$ cat src/rtl/sdram_refresh_ctrl_if.sv
// Arbiter-side handshake and command bus of the SDRAM auto-refresh engine.
// master: the refresh engine; slave: the SDRAM arbiter / command mux.
interface sdram_refresh_ctrl_if;
    logic       refreshRequest;
    logic       refreshGrant;
    logic       refreshUrgent;
    logic       refreshBusy;
    logic       refreshFinishFlag;
    logic [6:0] cmd;

    modport master (
        output refreshRequest,
        output refreshUrgent,
        output refreshBusy,
        output refreshFinishFlag,
        output cmd,
        input  refreshGrant
    );

    modport slave (
        input  refreshRequest,
        input  refreshUrgent,
        input  refreshBusy,
        input  refreshFinishFlag,
        input  cmd,
        output refreshGrant
    );
endinterface

$ cat src/rtl/sdram_refresh_ctrl.sv
// SDRAM auto-refresh engine: refresh debt counter, grant handshake, PrechargeAll + burst AutoRefresh.
// Define SDRAM_REFRESH_OVERFLOW_EN to build the sticky debt-overflow flag; otherwise overflow is 0.
module sdram_refresh_ctrl #(
    parameter int REFRESH_INTERVAL = 7800,
    parameter int TRP              = 2,
    parameter int TRFC             = 7,
    parameter int MAX_POSTPONE     = 8,
    parameter int DEBT_W           = $clog2(MAX_POSTPONE + 1)
) (
    input  logic                 clock,
    input  logic                 reset_n,
    input  logic                 enable,
    sdram_refresh_ctrl_if.master bus,
    output logic [DEBT_W-1:0]    debt,
    output logic                 dram_clk,
    output logic                 overflow
);

    localparam int CNT_W    = $clog2(REFRESH_INTERVAL);
    localparam int WAIT_MAX = (TRP > TRFC) ? TRP : TRFC;
    localparam int WAIT_W   = (WAIT_MAX > 2) ? $clog2(WAIT_MAX) : 1;

    localparam logic [CNT_W-1:0]  CNT_LAST    = CNT_W'(REFRESH_INTERVAL - 1);
    localparam logic [WAIT_W-1:0] TRP_LOAD    = WAIT_W'((TRP > 1) ? TRP - 2 : 0);
    localparam logic [WAIT_W-1:0] TRFC_LOAD   = WAIT_W'((TRFC > 1) ? TRFC - 2 : 0);
    localparam logic [DEBT_W-1:0] DEBT_MAX    = DEBT_W'(MAX_POSTPONE);
    localparam logic [DEBT_W-1:0] DEBT_URGENT = DEBT_W'(MAX_POSTPONE - 1);
    localparam logic [DEBT_W-1:0] DEBT_ONE    = DEBT_W'(1);

    localparam logic [6:0] CMD_NOP = 7'b1100000;
    localparam logic [6:0] CMD_PRE = 7'b1001000;
    localparam logic [6:0] CMD_REF = 7'b1000100;

    typedef enum logic [2:0] {
        IDLE,
        PRECHARGE,
        TRP_WAIT,
        REFRESH,
        TRFC_WAIT,
        DONE
    } state_t;

    state_t             state;
    state_t             state_nxt;
    logic [CNT_W-1:0]   interval_cnt;
    logic [WAIT_W-1:0]  wait_cnt;
    logic [DEBT_W-1:0]  debt_q;
    logic [6:0]         cmd_q;
    logic [6:0]         state_cmd;
    logic               tick;
    logic               refresh_now;
    logic               request;
    logic               busy;
    logic               finish;

    assign tick        = enable && (interval_cnt == CNT_LAST);
    assign refresh_now = (state == REFRESH);

    // Interval counter: wraps at REFRESH_INTERVAL-1 and freezes while disabled.
    always_ff @(posedge clock or negedge reset_n) begin
        if (!reset_n) begin
            interval_cnt <= '0;
        end else if (enable) begin
            if (tick) begin
                interval_cnt <= '0;
            end else begin
                interval_cnt <= interval_cnt + CNT_W'(1);
            end
        end
    end

    // A tick landing on the AutoRefresh cycle cancels the decrement, even when saturated.
    always_ff @(posedge clock or negedge reset_n) begin
        if (!reset_n) begin
            debt_q <= '0;
        end else if (tick && !refresh_now) begin
            if (debt_q != DEBT_MAX) begin
                debt_q <= debt_q + DEBT_ONE;
            end
        end else if (refresh_now && !tick) begin
            debt_q <= debt_q - DEBT_ONE;
        end
    end

    always_ff @(posedge clock or negedge reset_n) begin
        if (!reset_n) begin
            state <= IDLE;
        end else begin
            state <= state_nxt;
        end
    end

    // Wait windows are loaded on entry and count down to zero.
    always_ff @(posedge clock or negedge reset_n) begin
        if (!reset_n) begin
            wait_cnt <= '0;
        end else if (state_nxt != state) begin
            if (state_nxt == TRP_WAIT) begin
                wait_cnt <= TRP_LOAD;
            end else begin
                wait_cnt <= TRFC_LOAD;
            end
        end else if (wait_cnt != '0) begin
            wait_cnt <= wait_cnt - WAIT_W'(1);
        end
    end

    always_comb begin
        state_nxt = state;
        state_cmd = CMD_NOP;
        request   = 1'b0;
        busy      = 1'b1;
        finish    = 1'b0;
        case (state)
            IDLE: begin
                busy    = 1'b0;
                request = (debt_q != '0);
                if (bus.refreshGrant && (debt_q != '0)) begin
                    state_nxt = PRECHARGE;
                end
            end
            PRECHARGE: begin
                state_cmd = CMD_PRE;
                state_nxt = (TRP > 1) ? TRP_WAIT : REFRESH;
            end
            TRP_WAIT: begin
                if (wait_cnt == '0) begin
                    state_nxt = REFRESH;
                end
            end
            REFRESH: begin
                state_cmd = CMD_REF;
                // Without a tRFC window the continue decision uses the post-refresh debt.
                if (TRFC > 1) begin
                    state_nxt = TRFC_WAIT;
                end else if (bus.refreshGrant && (debt_q > DEBT_ONE)) begin
                    state_nxt = REFRESH;
                end else begin
                    state_nxt = DONE;
                end
            end
            TRFC_WAIT: begin
                if (wait_cnt == '0) begin
                    if (bus.refreshGrant && (debt_q != '0)) begin
                        state_nxt = REFRESH;
                    end else begin
                        state_nxt = DONE;
                    end
                end
            end
            DONE: begin
                finish    = 1'b1;
                state_nxt = IDLE;
            end
            default: begin
                state_nxt = IDLE;
            end
        endcase
    end

    always_ff @(posedge clock or negedge reset_n) begin
        if (!reset_n) begin
            cmd_q <= CMD_NOP;
        end else begin
            cmd_q <= state_cmd;
        end
    end

`ifdef SDRAM_REFRESH_OVERFLOW_EN
    logic overflow_q;

    always_ff @(posedge clock or negedge reset_n) begin
        if (!reset_n) begin
            overflow_q <= 1'b0;
        end else if (tick && (debt_q == DEBT_MAX)) begin
            overflow_q <= 1'b1;
        end
    end

    assign overflow = overflow_q;
`else
    assign overflow = 1'b0;
`endif

    assign bus.refreshRequest    = request;
    assign bus.refreshUrgent     = (debt_q >= DEBT_URGENT);
    assign bus.refreshBusy       = busy;
    assign bus.refreshFinishFlag = finish;
    assign bus.cmd               = cmd_q;
    assign debt                  = debt_q;
    assign dram_clk              = ~clock;

endmodule

$ cat src/flat_wrapper.sv
// flat-port wrapper written by rule: the top's interface ports become plain ports
module sdram_refresh_ctrl_flat 
#(
    parameter int REFRESH_INTERVAL = 7800,
    parameter int TRP              = 2,
    parameter int TRFC             = 7,
    parameter int MAX_POSTPONE     = 8,
    parameter int DEBT_W           = $clog2(MAX_POSTPONE + 1)
)
  (clock, reset_n, enable, debt, dram_clk, overflow, bus_refreshRequest, bus_refreshUrgent, bus_refreshBusy, bus_refreshFinishFlag, bus_cmd, bus_refreshGrant);
  sdram_refresh_ctrl_if bus_i ();
  input  logic clock;
  input  logic reset_n;
  input  logic enable;
  output logic [DEBT_W-1:0] debt;
  output logic dram_clk;
  output logic overflow;
  output wire logic [$bits(bus_i.refreshRequest)-1:0] bus_refreshRequest;
  output wire logic [$bits(bus_i.refreshUrgent)-1:0] bus_refreshUrgent;
  output wire logic [$bits(bus_i.refreshBusy)-1:0] bus_refreshBusy;
  output wire logic [$bits(bus_i.refreshFinishFlag)-1:0] bus_refreshFinishFlag;
  output wire logic [$bits(bus_i.cmd)-1:0] bus_cmd;
  input wire logic [$bits(bus_i.refreshGrant)-1:0] bus_refreshGrant;
  assign bus_refreshRequest = bus_i.refreshRequest;
  assign bus_refreshUrgent = bus_i.refreshUrgent;
  assign bus_refreshBusy = bus_i.refreshBusy;
  assign bus_refreshFinishFlag = bus_i.refreshFinishFlag;
  assign bus_cmd = bus_i.cmd;
  assign bus_i.refreshGrant = bus_refreshGrant;
  sdram_refresh_ctrl #(.REFRESH_INTERVAL(REFRESH_INTERVAL), .TRP(TRP), .TRFC(TRFC), .MAX_POSTPONE(MAX_POSTPONE), .DEBT_W(DEBT_W)) u_core (.clock(clock), .reset_n(reset_n), .enable(enable), .bus(bus_i), .debt(debt), .dram_clk(dram_clk), .overflow(overflow));
endmodule
$ cat config.mk
export PLATFORM = sky130hd
export DESIGN_NAME = sdram_refresh_ctrl_flat
export DESIGN_NICKNAME = d
export VERILOG_FILES = /design/src/rtl/sdram_refresh_ctrl_if.sv /design/src/rtl/sdram_refresh_ctrl.sv /design/src/flat_wrapper.sv
export SDC_FILE = /design/constraint.sdc
export NUM_CORES = 1
export LEC_CHECK = 0
export ABC_AREA = 1
export BUFFER_PORTS_ARGS = -buffer_cell sky130_fd_sc_hd__buf_2
export CORE_MARGIN = 3
export CORE_UTILIZATION = 55
export DETAILED_ROUTE_END_ITERATION = 12
export GPL_ROUTABILITY_DRIVEN = 0
export PLACE_DENSITY = 0.77
export RECOVER_POWER = 50
export SLEW_MARGIN = 10
export SYNTH_ARGS = -nofsm -noshare
export SYNTH_HDL_FRONTEND = slang
export SYNTH_SLANG_ARGS = --single-unit
$ cat constraint.sdc
create_clock -name clock -period 3.15 [get_ports clock]
set_clock_uncertainty 0.1 [all_clocks]
set_input_delay 0.63 -clock clock [delete_from_list [all_inputs] [get_ports clock]]
set_output_delay 0.63 -clock clock [all_outputs]
set_load 0.03 [all_outputs]
---- Word-level counts from Yosys, hierarchy flattened ----
Index checks and enable logic that the tools add are counted.
word-level totals
  input port bits ......................... 4
  latch bits .............................. 0
  memory bits (writable) .................. 0
  register bits after elaboration ......... 30
  memories ................................ 0
  output and inout port bits .............. 17
  bits in read-only memories .............. 0
  word-level logic and storage cells ...... 50
cells by class
  reductions and logical operators ........ 13
  mux-type cells .......................... 16
  divide/modulo/power cells ............... 0
  equal/unequal tests ..................... 10
  bitwise operators ....................... 1
  $add $sub $neg .......................... 4
  multipliers ............................. 0
  order comparisons ....................... 1
  shift-type cells ........................ 0
operator list
  cell                     count
  $mux W3                  7
  $pmux W3 S5              1
  $add A13 B1 Y13 const B  1
  $eq A13 B13 Y1 const B   1
  $mux W13                 1
  $mux W4                  3
  $pmux W6 S2              1
  $eq A3 B2 Y1 const B     3
  $eq A3 B3 Y1 const B     2
  $logic_not A3 Y1         2
  $add A4 B1 Y4 const B    1
  $ge A4 B3 Y1 const B     1
  $logic_and A1 B1 Y1      4
  $ne A4 B4 Y1 const B     1
  $reduce_bool A2 Y1       2
  $reduce_bool A4 Y1       1
  $sub A4 B1 Y4 const B    1
  $eq A3 B1 Y1 const B     1
  $mux W1                  3
  $ne A3 B3 Y1             1
  $reduce_bool A3 Y1       1
  $sub A3 B1 Y3 const B    1
  $logic_not A1 Y1         2
  $ne A2 B2 Y1 const B     1
  other kinds (2)          2

---- Depth between registers and ports, before layout ----
  depth in word-level cells ............... 8
  mapped depth ............................ 14

==> results.py <==
metrics = {
    "cts": {
        "cts_hold_buffers": 0,
        "cts-htree-levels": 1,
        "post_cts.repair.setup_buffers": 0,
        "maximum_buffer_depth_of_the_clock_tree": 2,
        "clock_latency_ps": 320,
        "number_of_cts_inserted_buffers": 3,
        "clk_pin_slew_ps": 150,
        "tritoncts": "yes",
        "post_cts_resized": 0,
        "library_cell_used_as_clock_root_buffer": "sky130_fd_sc_hd__clkbuf_4",
    },
    "yosys": {
        "synth_ff_type": "sky130_fd_sc_hd__dfrtp_1",
        "synthesis.instances": 194,
        "netlist.area_leader.share_pct": 39.7,
        "synthTopCellsByArea": "sky130_fd_sc_hd__dfrtp_1 40%, sky130_fd_sc_hd__inv_1 8.6%, sky130_fd_sc_hd__nand2_1 7.1%",
        "netlist_area_um2": 1580,
        "post_synth.cell_area_avg_um2": 8.12,
        "synthesis.yosys.warnings": 0,
        "synth_enable_flop_cells": 0,
        "synth_cell_types": 31,
        "number_of_synthesized_register_bits": 26,
        "synth_seq_area_share_pct": 41.4,
        "synth_largest_area_cell": "sky130_fd_sc_hd__dfrtp_1",
        "synthArstFlopShare_pct": 100,
    },
    "setup_path": {
        "rr_endpoint": "u_core.debt[3]$_DFFE_PN0P_",
        "crit_required_ps": 2420,
        "cp_common_cell": "sky130_fd_sc_hd__clkbuf_4",
        "critPathTopFamily": "buffers and inverters",
        "startpoint_type": "clock port",
        "cp_num_buf_inv": 4,
        "number_of_cell_instances_on_the_worst_register_to_register_path": 14,
        "worst_ep_arrival_time_ps": 2130,
        "critPathCaptureType": "primary output",
        "crit_path_cell_trace": "clkbuf_4 > clkbuf_4 > inv_1 > buf_2",
        "cp_slowest_cell": "sky130_fd_sc_hd__clkbuf_4",
        "critical_path.max_fanout": 16,
        "cp_slowest_stage_delay_ps": 190,
        "critical_path_class": "clock port to primary output",
        "reg2reg_from": "u_core.interval_cnt[0]$_DFFE_PN0P_",
        "ff2ff_setup_slack_ps": 800,
    },
    "layout": {
        "final_nets": 221,
        "n_antenna_cell": 0,
        "final_core_util_pct": 64.4,
        "final-instance-count-excl-fill": 240,
        "postLayoutCellArea_um2": 1670,
        "post_route_cells_drive_above_1_share_pct": 15.2,
        "area_growth_pct": 5.96,
    },
    "drt": {
        "via_count": 1238,
        "routedWlPerCell_um": 11.8,
        "route.final.wire_length_um": 2830,
        "detailedRoute.firstIterationViolations": 56,
        "postRouteAntennaNets": 0,
        "route.detailed.drc": 0,
        "routed_via_density": 5.16,
        "first_pass_iteration_count_of_the_detailed_router": 5,
    },
    "worst_hold_path": {
        "hold_path_end": "u_core.bus.cmd[3]$_DFF_PN0_",
        "timing.hold.worst.start": "u_core.state[2]$_DFF_PN0_",
        "whs_path_depth": 1,
        "worstHoldPathType": "flop to flop",
    },
    "power_and_ir_drop": {
        "p_per_area_nw_per_um2": 920,
        "irDropWorstVdd_v": 0.000857,
        "share_comb_of_total_power_pct": 48.8,
        "power.static_leakage_nw": 0.881,
        "switching_share_pct": 49.9,
        "internal_power_mw": 0.770,
        "pwr-share-seq_pct": 38.3,
        "clkPwrFrac_pct": 12.9,
        "net-switching-power_mw": 0.767,
        "total_power_mw": 1.54,
    },
    "die": {
        "placementRows": 18,
        "core_region_um2": 2590,
        "boundary_pin_count": 21,
        "start_util_pct": 60.8,
        "die-area_um2": 3540,
        "fp.dieH_um": 59.5,
        "die_span_in_x_um": 59.5,
    },
    "grt": {
        "global_route.peak_usage_layer": "met2",
        "globalRouteOverflowTotal": 0,
        "globalRouteMet2Util_pct": 32.6,
        "antenna_found_initial": 0,
        "gr-usage-met1_pct": 25.2,
        "m3_gr_usage_pct": 2.18,
        "grtUsageTotal_pct": 18.5,
        "largest_net_degree_at_the_start_of_global_routing": 27,
        "grt_pass1_vias": 1236,
        "first_pass_grt_wire_length_um": 5180,
    },
    "placement": {
        "detailed_place.area_um2": 1660,
        "pre_cts_ws_ps": 548,
        "place.detailed.instances": 236,
        "io_buffer_count": 15,
        "hpwlAfterDp_um": 2250,
    },
    "timing": {
        "slew_headroom_pct": 10.2,
        "setup_tns_ps": 0,
        "post-route-worst-setup-slack_ps": 286,
        "timing_worst_slew_pin_value_ps": 1350,
        "hold-worst-slack_ps": 420,
        "grt_setup_unrepaired": "false",
        "report.final.setup_viol": 0,
        "timing_max_transition_violations_final": 0,
        "report.final.hold_viol_count": 0,
    },
    "flow_run": {
        "maxCapViolations": 0,
    },
    "outcome": {
        "outcome": "completed",
    },
}
==> cells in the final DEF, fill, tap and decap left out, types with 2 or more instances in the layout <==
| master | n |
|---|---|
| sky130_fd_sc_hd__ha_1 | 5 |
| sky130_fd_sc_hd__nand3_1 | 16 |
| sky130_fd_sc_hd__nand3_2 | 3 |
| sky130_fd_sc_hd__inv_1 | 36 |
| sky130_fd_sc_hd__a21oi_1 | 4 |
| sky130_fd_sc_hd__dfrtp_1 | 25 |
| sky130_fd_sc_hd__o22ai_1 | 4 |
| sky130_fd_sc_hd__nor3_1 | 7 |
| sky130_fd_sc_hd__nor2_2 | 2 |
| sky130_fd_sc_hd__o21ai_1 | 3 |
| sky130_fd_sc_hd__conb_1 | 5 |
| sky130_fd_sc_hd__buf_2 | 14 |
| sky130_fd_sc_hd__o31ai_1 | 2 |
| sky130_fd_sc_hd__nand4_1 | 5 |
| sky130_fd_sc_hd__nand2_4 | 2 |
| sky130_fd_sc_hd__nand3b_1 | 3 |
| sky130_fd_sc_hd__nand2_1 | 31 |
| sky130_fd_sc_hd__inv_2 | 2 |
| sky130_fd_sc_hd__xor2_1 | 5 |
| sky130_fd_sc_hd__clkbuf_4 | 3 |
| sky130_fd_sc_hd__o21ai_0 | 9 |
| sky130_fd_sc_hd__nor2_1 | 14 |
==> cells by family (layout without fill, tap and decap cells) <==
| kind of cell | Yosys count | in the layout | share of synthesized area, % |
|---|---|---|---|
| buffers and inverters | 44 | 57 | 11.8 |
| AO/OA/AOI/OAI | 23 | 23 | 8.10 |
| XOR/XNOR | 7 | 7 | 4.37 |
| flip-flops | 26 | 26 | 41.4 |
| AND/OR/NAND/NOR | 86 | 86 | 28.7 |
| other | 2 | 5 | 0.477 |
| adder cells (fa/ha/maj) | 6 | 6 | 5.24 |
==> routing by layer <==
metal	up-vias	routed length (um)
met2	18	1410
met1	572	1340
li1	646	-
met3	2	77
met4	0	8
met5	-	0
==> layout make-up <==
cell class                      instances  area [um2]
Clock buffer                            4        27.5
Sequential cell                        26         652
Clock inverter                          2        10.0
Timing Repair Buffer                   14        68.8
Inverter                               37         139
Multi-Input combinational cell        127         734
Tap cell                               30        37.5
Fill cell                             239         921
==> power by group through the flow <==
stage	logic (mW)	registers [mW]	clock network, mW
final	0.750	0.588	0.198
after global routing	0.864	0.611	0.224
after CTS	0.762	0.588	0.208
after detailed placement	0.756	0.595	0.0439
after global placement	0.735	0.587	0.0439
after floorplan	0.524	0.641	0.0330
==> worst reg2reg max path: cells and delay by family, from the launching register on <==
| kind | cells | cell delay, ps |
|---|---|---|
| compound gates | 2 | 380 |
| flops | 1 | 400 |
| buf+inv | 2 | 120 |
| simple gates | 8 | 810 |
| fa+ha+maj | 2 | 470 |
==> worst max path at each step <==
| stage | slack (ps) | to | cells past startpoint | from |
|---|---|---|---|---|
| after global placement | 640 | u_core.debt[3]$_DFFE_PN0P_ | 14 | enable |
| after global routing | 240 | dram_clk | 4 | clock |
| final | 290 | dram_clk | 4 | clock |
| after floorplan | 660 | dram_clk | 1 | clock |
| after detailed placement | 550 | u_core.debt[3]$_DFFE_PN0P_ | 14 | enable |
| after CTS | 270 | dram_clk | 4 | clock |
==> cell usage after synthesis (3+ instances only) <==
cell,n
sky130_fd_sc_hd__xor2_1,5
sky130_fd_sc_hd__o21ai_0,9
sky130_fd_sc_hd__nand3b_1,3
sky130_fd_sc_hd__nor3_1,7
sky130_fd_sc_hd__inv_1,36
sky130_fd_sc_hd__nand2_1,30
sky130_fd_sc_hd__nand4_1,5
sky130_fd_sc_hd__dfrtp_1,25
sky130_fd_sc_hd__o21ai_1,3
sky130_fd_sc_hd__nor2_1,14
sky130_fd_sc_hd__nand3_1,15
sky130_fd_sc_hd__ha_1,5
sky130_fd_sc_hd__a21oi_1,4
sky130_fd_sc_hd__buf_4,5
sky130_fd_sc_hd__nand3_2,3
sky130_fd_sc_hd__o22ai_1,4
==> state kept, by name, indices dropped and copies added, names as in the netlist <==
signal               count
u_core.bus.cmd           3
u_core.wait_cnt          3
u_core.interval_cnt     13
u_core.debt              4
u_core.state             3
Power figures use the tool's default switching activity.
